==> config.mk <==
export PLATFORM = sky130hd
export DESIGN_NAME = obi_interconnect_resp_router
export DESIGN_NICKNAME = d
export VERILOG_FILES = /design/src/rtl/obi_interconnect_pkg.sv /design/src/rtl/obi_interconnect_err_slave.sv /design/src/rtl/obi_interconnect_resp_router.sv
export SDC_FILE = /design/constraint.sdc
export NUM_CORES = 1
export LEC_CHECK = 0
export BUFFER_PORTS_ARGS = -buffer_cell sky130_fd_sc_hd__buf_2
export CAP_MARGIN = 10
export CORE_AREA = 2 2 61 77
export DETAILED_ROUTE_END_ITERATION = 10
export DIE_AREA = 0 0 63 79
export HOLD_SLACK_MARGIN = 0.12
export MAX_ROUTING_LAYER = met4
export PLACE_DENSITY = 0.72
export SLEW_MARGIN = 20
export SYNTH_ARGS = -nofsm -noshare
export SYNTH_HDL_FRONTEND = slang
export SYNTH_SLANG_ARGS = --single-unit
==> constraint.sdc <==
create_clock -name clk_i -period 1.7 [get_ports clk_i]
set_clock_uncertainty 0.05 [all_clocks]
set_input_delay 0.17 -clock clk_i [delete_from_list [all_inputs] [get_ports clk_i]]
set_output_delay 0.17 -clock clk_i [all_outputs]
set_load 0.005 [all_outputs]
==> src/rtl/obi_interconnect_pkg.sv <==
// Shared constants for the OBI system-bus interconnect.
package obi_interconnect_pkg;

  localparam int unsigned OBI_DATA_W              = 32;
  localparam int unsigned DEFAULT_MAX_OUTSTANDING = 2;

endpackage

==> src/rtl/obi_interconnect_err_slave.sv <==
// Internal error responder: completes an unmapped access one cycle after its accept
// with zero read data. Shared by every per-master router.
module obi_interconnect_err_slave
  import obi_interconnect_pkg::*;
(
  input  logic                  clk_i,
  input  logic                  rst_i,
  input  logic                  err_accept_i,
  output logic                  rvalid_o,
  output logic [OBI_DATA_W-1:0] rdata_o
);

  logic err_rvalid_q;

  // One response per accepted miss; back-to-back misses give back-to-back responses.
  always_ff @(posedge clk_i or posedge rst_i) begin
    if (rst_i) begin
      err_rvalid_q <= 1'b0;
    end else begin
      err_rvalid_q <= err_accept_i;
    end
  end

  assign rvalid_o = err_rvalid_q;
  assign rdata_o  = '0;

endmodule

==> src/rtl/obi_interconnect_resp_router.sv <==
// Per-master request gating and in-order response routing. A new target is only
// selected once nothing is outstanding, so responses return in order without a FIFO.
module obi_interconnect_resp_router
  import obi_interconnect_pkg::*;
#(
  parameter int unsigned SLAVES          = 3,
  parameter int unsigned SLAVE_BITS      = (SLAVES == 1) ? 1 : $clog2(SLAVES),
  parameter int unsigned MAX_OUTSTANDING = DEFAULT_MAX_OUTSTANDING
) (
  input  logic                  clk_i,
  input  logic                  rst_i,
  input  logic                  master_req_i,
  output logic                  master_gnt_o,
  output logic                  master_rvalid_o,
  output logic [OBI_DATA_W-1:0] master_rdata_o,
  output logic                  master_err_o,
  input  logic [SLAVE_BITS-1:0] sel_i,
  input  logic                  hit_i,
  output logic [SLAVES-1:0]     slave_req_o,
  input  logic [SLAVES-1:0]     slave_gnt_i,
  input  logic [SLAVES-1:0]     slave_rvalid_i,
  input  logic [OBI_DATA_W-1:0] slave_rdata_i [SLAVES]
);

  localparam int unsigned     CNT_W   = $clog2(MAX_OUTSTANDING + 1);
  localparam logic [CNT_W-1:0] CNT_MAX = CNT_W'(MAX_OUTSTANDING);
  localparam logic [CNT_W-1:0] CNT_ONE = CNT_W'(1);

  logic [CNT_W-1:0]      cnt, cnt_d;
  logic [SLAVE_BITS-1:0] cur_sel;
  logic                  cur_err;

  logic                  sel_ok, cur_ok;
  logic                  allow, accept, resp;
  logic                  err_rvalid;
  logic [OBI_DATA_W-1:0] err_rdata;

  // Guard indexing against out-of-range selects when SLAVES is not a power of two.
  assign sel_ok = (32'(sel_i) < SLAVES);
  assign cur_ok = (32'(cur_sel) < SLAVES);

  // Request gating, grant and response selection.
  always_comb begin
    allow        = 1'b0;
    accept       = 1'b0;
    resp         = 1'b0;
    slave_req_o  = '0;
    master_gnt_o = 1'b0;
    cnt_d        = cnt;

    allow = master_req_i &
            ((cnt == '0) |
             ((cnt < CNT_MAX) & (hit_i == ~cur_err) & (~hit_i | (sel_i == cur_sel))));

    if (hit_i) begin
      if (sel_ok) begin
        slave_req_o[sel_i] = allow;
        master_gnt_o       = allow & slave_gnt_i[sel_i];
      end
    end else begin
      master_gnt_o = allow;
    end

    accept = master_req_i & master_gnt_o;

    if (cnt != '0) begin
      if (cur_err) begin
        resp = err_rvalid;
      end else if (cur_ok) begin
        resp = slave_rvalid_i[cur_sel];
      end
    end

    case ({accept, resp})
      2'b10:   cnt_d = cnt + CNT_ONE;
      2'b01:   cnt_d = cnt - CNT_ONE;
      default: cnt_d = cnt;
    endcase
  end

  // Outstanding count and current target.
  always_ff @(posedge clk_i or posedge rst_i) begin
    if (rst_i) begin
      cnt     <= '0;
      cur_sel <= '0;
      cur_err <= 1'b0;
    end else begin
      cnt <= cnt_d;
      if (accept) begin
        cur_sel <= sel_i;
        cur_err <= ~hit_i;
      end
    end
  end

  obi_interconnect_err_slave u_err_slave (
    .clk_i        (clk_i),
    .rst_i        (rst_i),
    .err_accept_i (accept & ~hit_i),
    .rvalid_o     (err_rvalid),
    .rdata_o      (err_rdata)
  );

  always_comb begin
    master_rdata_o = '0;
    if (cur_err) begin
      master_rdata_o = err_rdata;
    end else if (cur_ok) begin
      master_rdata_o = slave_rdata_i[cur_sel];
    end
  end

  assign master_rvalid_o = resp;
  assign master_err_o    = resp & cur_err;

endmodule

# ---- Word-level counts from Yosys, hierarchy flattened
# Index checks and enable logic that the tools add are counted.
dict set report word_totals {
  romBits 0
  mem_count 0
  ramBits 0
  inputBits 108
  word_cells 53
  reg_bits 6
  latch_bits 0
}
dict set report op_classes {
  n_eq_ne 4
  mul 0
  n_shift 0
  n_bitwise 13
  reduce_logical 4
  n_lt_le_gt_ge 7
  n_div 0
  addsub 2
  n_mux 19
}
# operator count
set op_table {}
lappend op_table {{32-bit two-way mux} 4}
lappend op_table {{32-bit binary-select mux with 2-bit select} 1}
lappend op_table {{1-bit two-way mux} 8}
lappend op_table {{1-bit bitwise AND} 7}
lappend op_table {{2-bit < comparator, second input constant} 3}
lappend op_table {{2-bit by 3-bit < comparator with 1-bit output, second input constant} 2}
lappend op_table {{3-bit two-way mux} 2}
lappend op_table {{1-bit binary-select mux with 2-bit select} 2}
lappend op_table {{2-bit case mux with 2 select lines} 1}
lappend op_table {{2-bit nonzero test} 2}
lappend op_table {{3-bit bitwise AND} 1}
lappend op_table {{3-bit greater-or-equal comparator, second input constant} 1}
lappend op_table {{2-bit NOT with 3-bit output} 1}
lappend op_table {{2-bit by 1-bit adder with 2-bit output, second input constant} 1}
lappend op_table {{1-bit demux with 2-bit select} 1}
lappend op_table {{2-bit by 1-bit equality test with 1-bit output, second input constant} 1}
lappend op_table {{2-bit equality test} 1}
lappend op_table {{2-bit equality test, second input constant} 1}
lappend op_table {{2-bit by 1-bit greater-or-equal comparator with 1-bit output, second input constant} 1}
lappend op_table {{2-bit zero test} 1}
lappend op_table {{1-bit NOT} 2}
lappend op_table {{1-bit OR} 2}
lappend op_table {{2-bit by 1-bit subtractor with 2-bit output, second input constant} 1}
lappend op_table {{1-bit equality test} 1}
lappend op_table {{1-bit logical AND} 1}

# ---- Depth between registers and ports, before layout
dict set report depth {
  depth_word 12
  ltp_mapped 9
}

# ---- Modules after synthesis
# Synthesis repeated with hierarchy kept, for this count alone.
dict set report hier_totals {
  cells_unflattened 262
  hier_area_um2 1770.4
}
# mod cells_each n_inst seq_area_each_um2 area_per_inst_um2
set modules_own_cells {}
lappend modules_own_cells {obi_interconnect_resp_router 227 1 125.1 1497.7}
lappend modules_own_cells {obi_interconnect_err_slave 35 1 25.0 272.8}

# ---- Worst setup path after synthesis
# No wires, ideal clock.
dict set report synth_timing {
  kind {reg-to-reg}
  start {reg cur_sel[0]}
  end {reg cnt[1]}
  stages_incl_launch_ff 9
  setup_ns 0.079
  t_arrival_ns 1.636
  synth_period_minus_slack_ns 1.766
  setup_slack_ns -0.066
  path_buffers 2
  cell_sequence {dfrtp_1 -> buf_4 -> nor2b_1 -> clkbuf_1 -> a211oi_1 -> nor3_1 -> ha_1 -> nor2_1 -> xor2_1}
}
dict set report synth_between {
  elab_cells_between_ends 19
  classes_between {1 x order compare; 3 x eq/ne; 8 x mux; 6 x bitwise; 1 x reduce/logical}
}
# item line_no
set synth_lines {}
lappend synth_lines {{start, declared} obi_interconnect_resp_router.sv:30} ;# logic [SLAVE_BITS-1:0] cur_sel;
lappend synth_lines {{start signal, assigned} obi_interconnect_resp_router.sv:90} ;# cur_sel <= sel_i;
lappend synth_lines {{1-bit binary-select mux with 2-bit select} obi_interconnect_resp_router.sv:70} ;# resp = slave_rvalid_i[cur_sel];
lappend synth_lines {{1-bit two-way mux (implied by the code)} obi_interconnect_resp_router.sv:70}
lappend synth_lines {{1-bit two-way mux *} obi_interconnect_resp_router.sv:69} ;# end else if (cur_ok) begin
lappend synth_lines {{1-bit two-way mux *} obi_interconnect_resp_router.sv:67} ;# if (cur_err) begin
lappend synth_lines {{1-bit two-way mux *} obi_interconnect_resp_router.sv:66} ;# if (cnt != '0) begin
lappend synth_lines {{net master_rvalid_o} obi_interconnect_resp_router.sv:14} ;# output logic master_rvalid_o,
lappend synth_lines {{2-bit by 1-bit equality test with 1-bit output or 2-bit equality test (tied branches)} obi_interconnect_resp_router.sv:74} ;# case ({accept, resp})
lappend synth_lines {{2-bit case mux with 2 select lines or 2-bit nonzero test (tied branches)} -}
lappend synth_lines {{end signal, assigned} obi_interconnect_resp_router.sv:88} ;# cnt <= cnt_d;
lappend synth_lines {{end, declared} obi_interconnect_resp_router.sv:29} ;# logic [CNT_W-1:0] cnt, cnt_d;
# Mark *: on every way through the listed nets, which the timed path passes. The rest lies on a longest branch. The select of a mux whose other input is x is not followed.
# A chain may end at the register's enable or synchronous reset.

# ---- Worst setup path after layout
dict set report layout_timing {
  start {reg cur_sel[0]}
  end {out master_rdata_o[9]}
}
dict set report layout_between {
  elab_chain_cells 6
  elab_cells_between_ends 7
  classes_between {1 x order compare; 5 x mux; 1 x bitwise}
}
# item line_no
set layout_lines {}
lappend layout_lines {{2-bit NOT with 3-bit output (implied by the code)} obi_interconnect_resp_router.sv:109} ;# master_rdata_o = slave_rdata_i[cur_sel];
lappend layout_lines {{32-bit binary-select mux with 2-bit select} obi_interconnect_resp_router.sv:109}
lappend layout_lines {{32-bit two-way mux (implied by the code) (2 in a row)} obi_interconnect_resp_router.sv:109}
lappend layout_lines {{32-bit two-way mux *} obi_interconnect_resp_router.sv:108} ;# end else if (cur_ok) begin
lappend layout_lines {{32-bit two-way mux *} obi_interconnect_resp_router.sv:106} ;# if (cur_err) begin
lappend layout_lines {{end, declared} obi_interconnect_resp_router.sv:15} ;# output logic [OBI_DATA_W-1:0] master_rdata_o,
# Every way passes the cells marked *; elsewhere a longest branch is shown, timed or not. The select of a mux whose other input is x is not followed.

==> metrics <==
Placer Congestion=0.793; GRT overflow=0; Worst-Margin Slew=0.292 ns; endpoints failing hold=0; Pleak=1.27 nW; boundary pin count=146; multiplexer share of the synthesized area=29.4%; outcome=finished with violations; register area share after synthesis=12.2%; CP max FO=26; CP Data Required Time=1.48 ns; Routed Antenna Nets=0; worst hold path type=in -> reg; num rows=27; Nets=446; clock sinks=6; Yosys reg bits=6; Slew Limit Fails=0; Clock Latency Late Sink=0.22 ns; CP most frequent cell=nor2_1; Post-Synth Simple-Gate Area=28.1%; count leader, synth=nor2_1; Non-Filler Instances=394; Peak VDD IR=0.000967 V; synthesized cell area=1230 um^2; register area=153 um^2; dpl cells=386; synth top area cells=mux2i_1 28%, nor2_1 21%, a21oi_1 13%; r2r worst-path depth=8; htree depth=1; ys async rst share=100%; highest clock rate=578 MHz; fraction of layout cells with a size suffix above 1=52.4%; YS warnings=0; Root Driver=clkbuf_8; global-route wire length before repair=7360 um; R2R Setup Slk=0.01 ns; Worst Setup EP=master_rdata_o[9]; Post-Synth XOR/XNOR Area=3.55%; Synth area leader=mux2i_1; WHS=0.204 ns; 1st-iter DRT viols=77; Synth cell types=27; Rel. slew slack=80.5%; RSZ-0062 raised after global routing=true; Num CTS Buffers=3; max incr delay on CP=0.44 ns; # setup viols final=1; crit path max-delay cell type=dfrtp_2; Critical Path Start=cur_sel[0]; Die Width=63 um; Pwr Total=3.25 mW; Internal Power=1.72 mW; initial antenna violation count=0; port bufs=145; Avg Cell Area, Syn=6.52 um^2; final period utilization=102%; Synth top area share=27.6%; hpwl dp=3680 um; minimum clock period=1.73 ns; Post-synth top flop=dfrtp_1; worst path bufs/invs=2; critical path's top delay family=flip-flops; via count=1,839; vias per cell=4.67; Stages on worst setup path=6; GRT Overall Usage=18.3%; Fillers=438; net count after synthesis=298; violated checks=negative setup slack; Comb power frac=83.2%; crit path cell chain=buf_12, mux2i_1, nor2_1, a21oi_1, nor2_1, buf_2; largest net degree at the start of global routing=32; Cell Pwr Density=1480 nW/um^2; Critical Path AT=1.51 ns; CP endpoint kind=output port; area of the multi-input gates=1050 um^2; Layout area overhead=78.0%; CP Class=reg -> out; final WL=4690 um; Initial Util=28.7%; max-cap viol count=0; final worst slack=-0.0309 ns; Post-synth top cells=69 x nor2_1, 34 x mux2i_1, 31 x a21oi_1; Critical R2R Launch=cur_sel[0]; Critical Path Source Type=flip-flop; core area=4290 um^2; Compound-Gate Fraction of Synth Area=18.0%; drt wl/cell=11.9 um; CTS tree=done; EDFF count, synth=0; Die Area=4980 um^2; Antenna Cells=0; Worst-path clk slew=0.04 ns; drt drc=0; main combinational cell family by area after synthesis=multiplexers; clock power share=7.0%; Sw Share=46.9%; Syn Inst Count=189; share of power burned in registers=9.8%; adder-cell share of the synthesized area=1.02%; RR Endpoint=cnt[1]; DRT Pass-1 Iters=4; Chip Height=79 um; Longest Clk Path Bufs=2; Psw=1.52 mW; vias in the first global route=1,630
## stage by stage
stage | setup WS [ns] | util [%] | TNS (ns) | cell area [um^2]
final | -0.0309 | 51.1 | -0.0309 | 2190
after global placement | 0.0453 | 47.7 | 0 | 2050
after detailed placement | -0.0128 | 47.7 | -0.0128 | 2050
after floorplan | 0.00546 | - | 0 | 1260
after CTS | -0.0304 | 50.3 | -0.0607 | 2160
after global routing | -0.135 | 51.1 | -2.36 | 2190
## power groups by stage
stage,Clock [mW],Sequential (mW),Combinational (mW)
final,0.227,0.318,2.70
after global routing,0.235,0.330,3.03
after floorplan,0,0.258,1.78
after detailed placement,0,0.303,2.56
after CTS,0.229,0.310,2.70
after global placement,0,0.296,2.54
## flip-flops by register name, indices dropped and copies added, names as in the netlist
| register | cells |
|---|---|
| cnt | 2 |
| cur_sel | 2 |
| u_err_slave.rvalid_o | 1 |
| cur_err | 1 |
## how the worst min path moves through the flow
stage,from,end,cells after the start
after floorplan,rst_i,cnt[0],1
after global placement,rst_i,cur_sel[1],2
after detailed placement,rst_i,cur_sel[1],2
after CTS,hit_i,u_err_slave.rvalid_o,2
after global routing,hit_i,u_err_slave.rvalid_o,2
final,hit_i,u_err_slave.rvalid_o,2
## cell usage in the layout (no fill, tap or decap), types with 3 or more instances in the layout
cell	n
inv_1	3
nor2_1	68
xor2_1	3
dfrtp_1	4
nor2b_1	3
clkbuf_8	3
buf_4	9
a21oi_1	30
buf_2	145
mux2i_1	34
nand2_1	3
## per-layer routing
layer / track usage, % / wire length, um
met5: - / 0
met4: 5.56 / 68
met3: 2.12 / 302
met2: 34.3 / 2560
met1: 20.2 / 1750
## area by class of cell
cell class / count / area share, %
clock buffers: 4 / 2.05
inverters: 3 / 0.513
multi-input cells: 164 / 47.9
flip-flops and latches: 6 / 6.96
well taps: 58 / 3.31
repair buffers: 159 / 39.2
## cell families (layout without fill, tap and decap cells)
logic type,after synthesis,count (layout)
xor gates and xnor gates,5,5
and+or+nand+nor,83,83
DFF,6,6
adders and majority gates,1,1
buffers and inverters,19,166
muxes,36,36
AOI/OAI and AO/OA,39,39
## timing repair
action                                 4_1_cts  5_1_grt
setup buffers                                2        1
setup endpoints to repair                   37       38
hold buffers                                 1        0
endpoints found under the hold margin        6        0
pin swaps                                    2        2
gates resized for setup                      8        6
(Power assumes the default switching activity.)
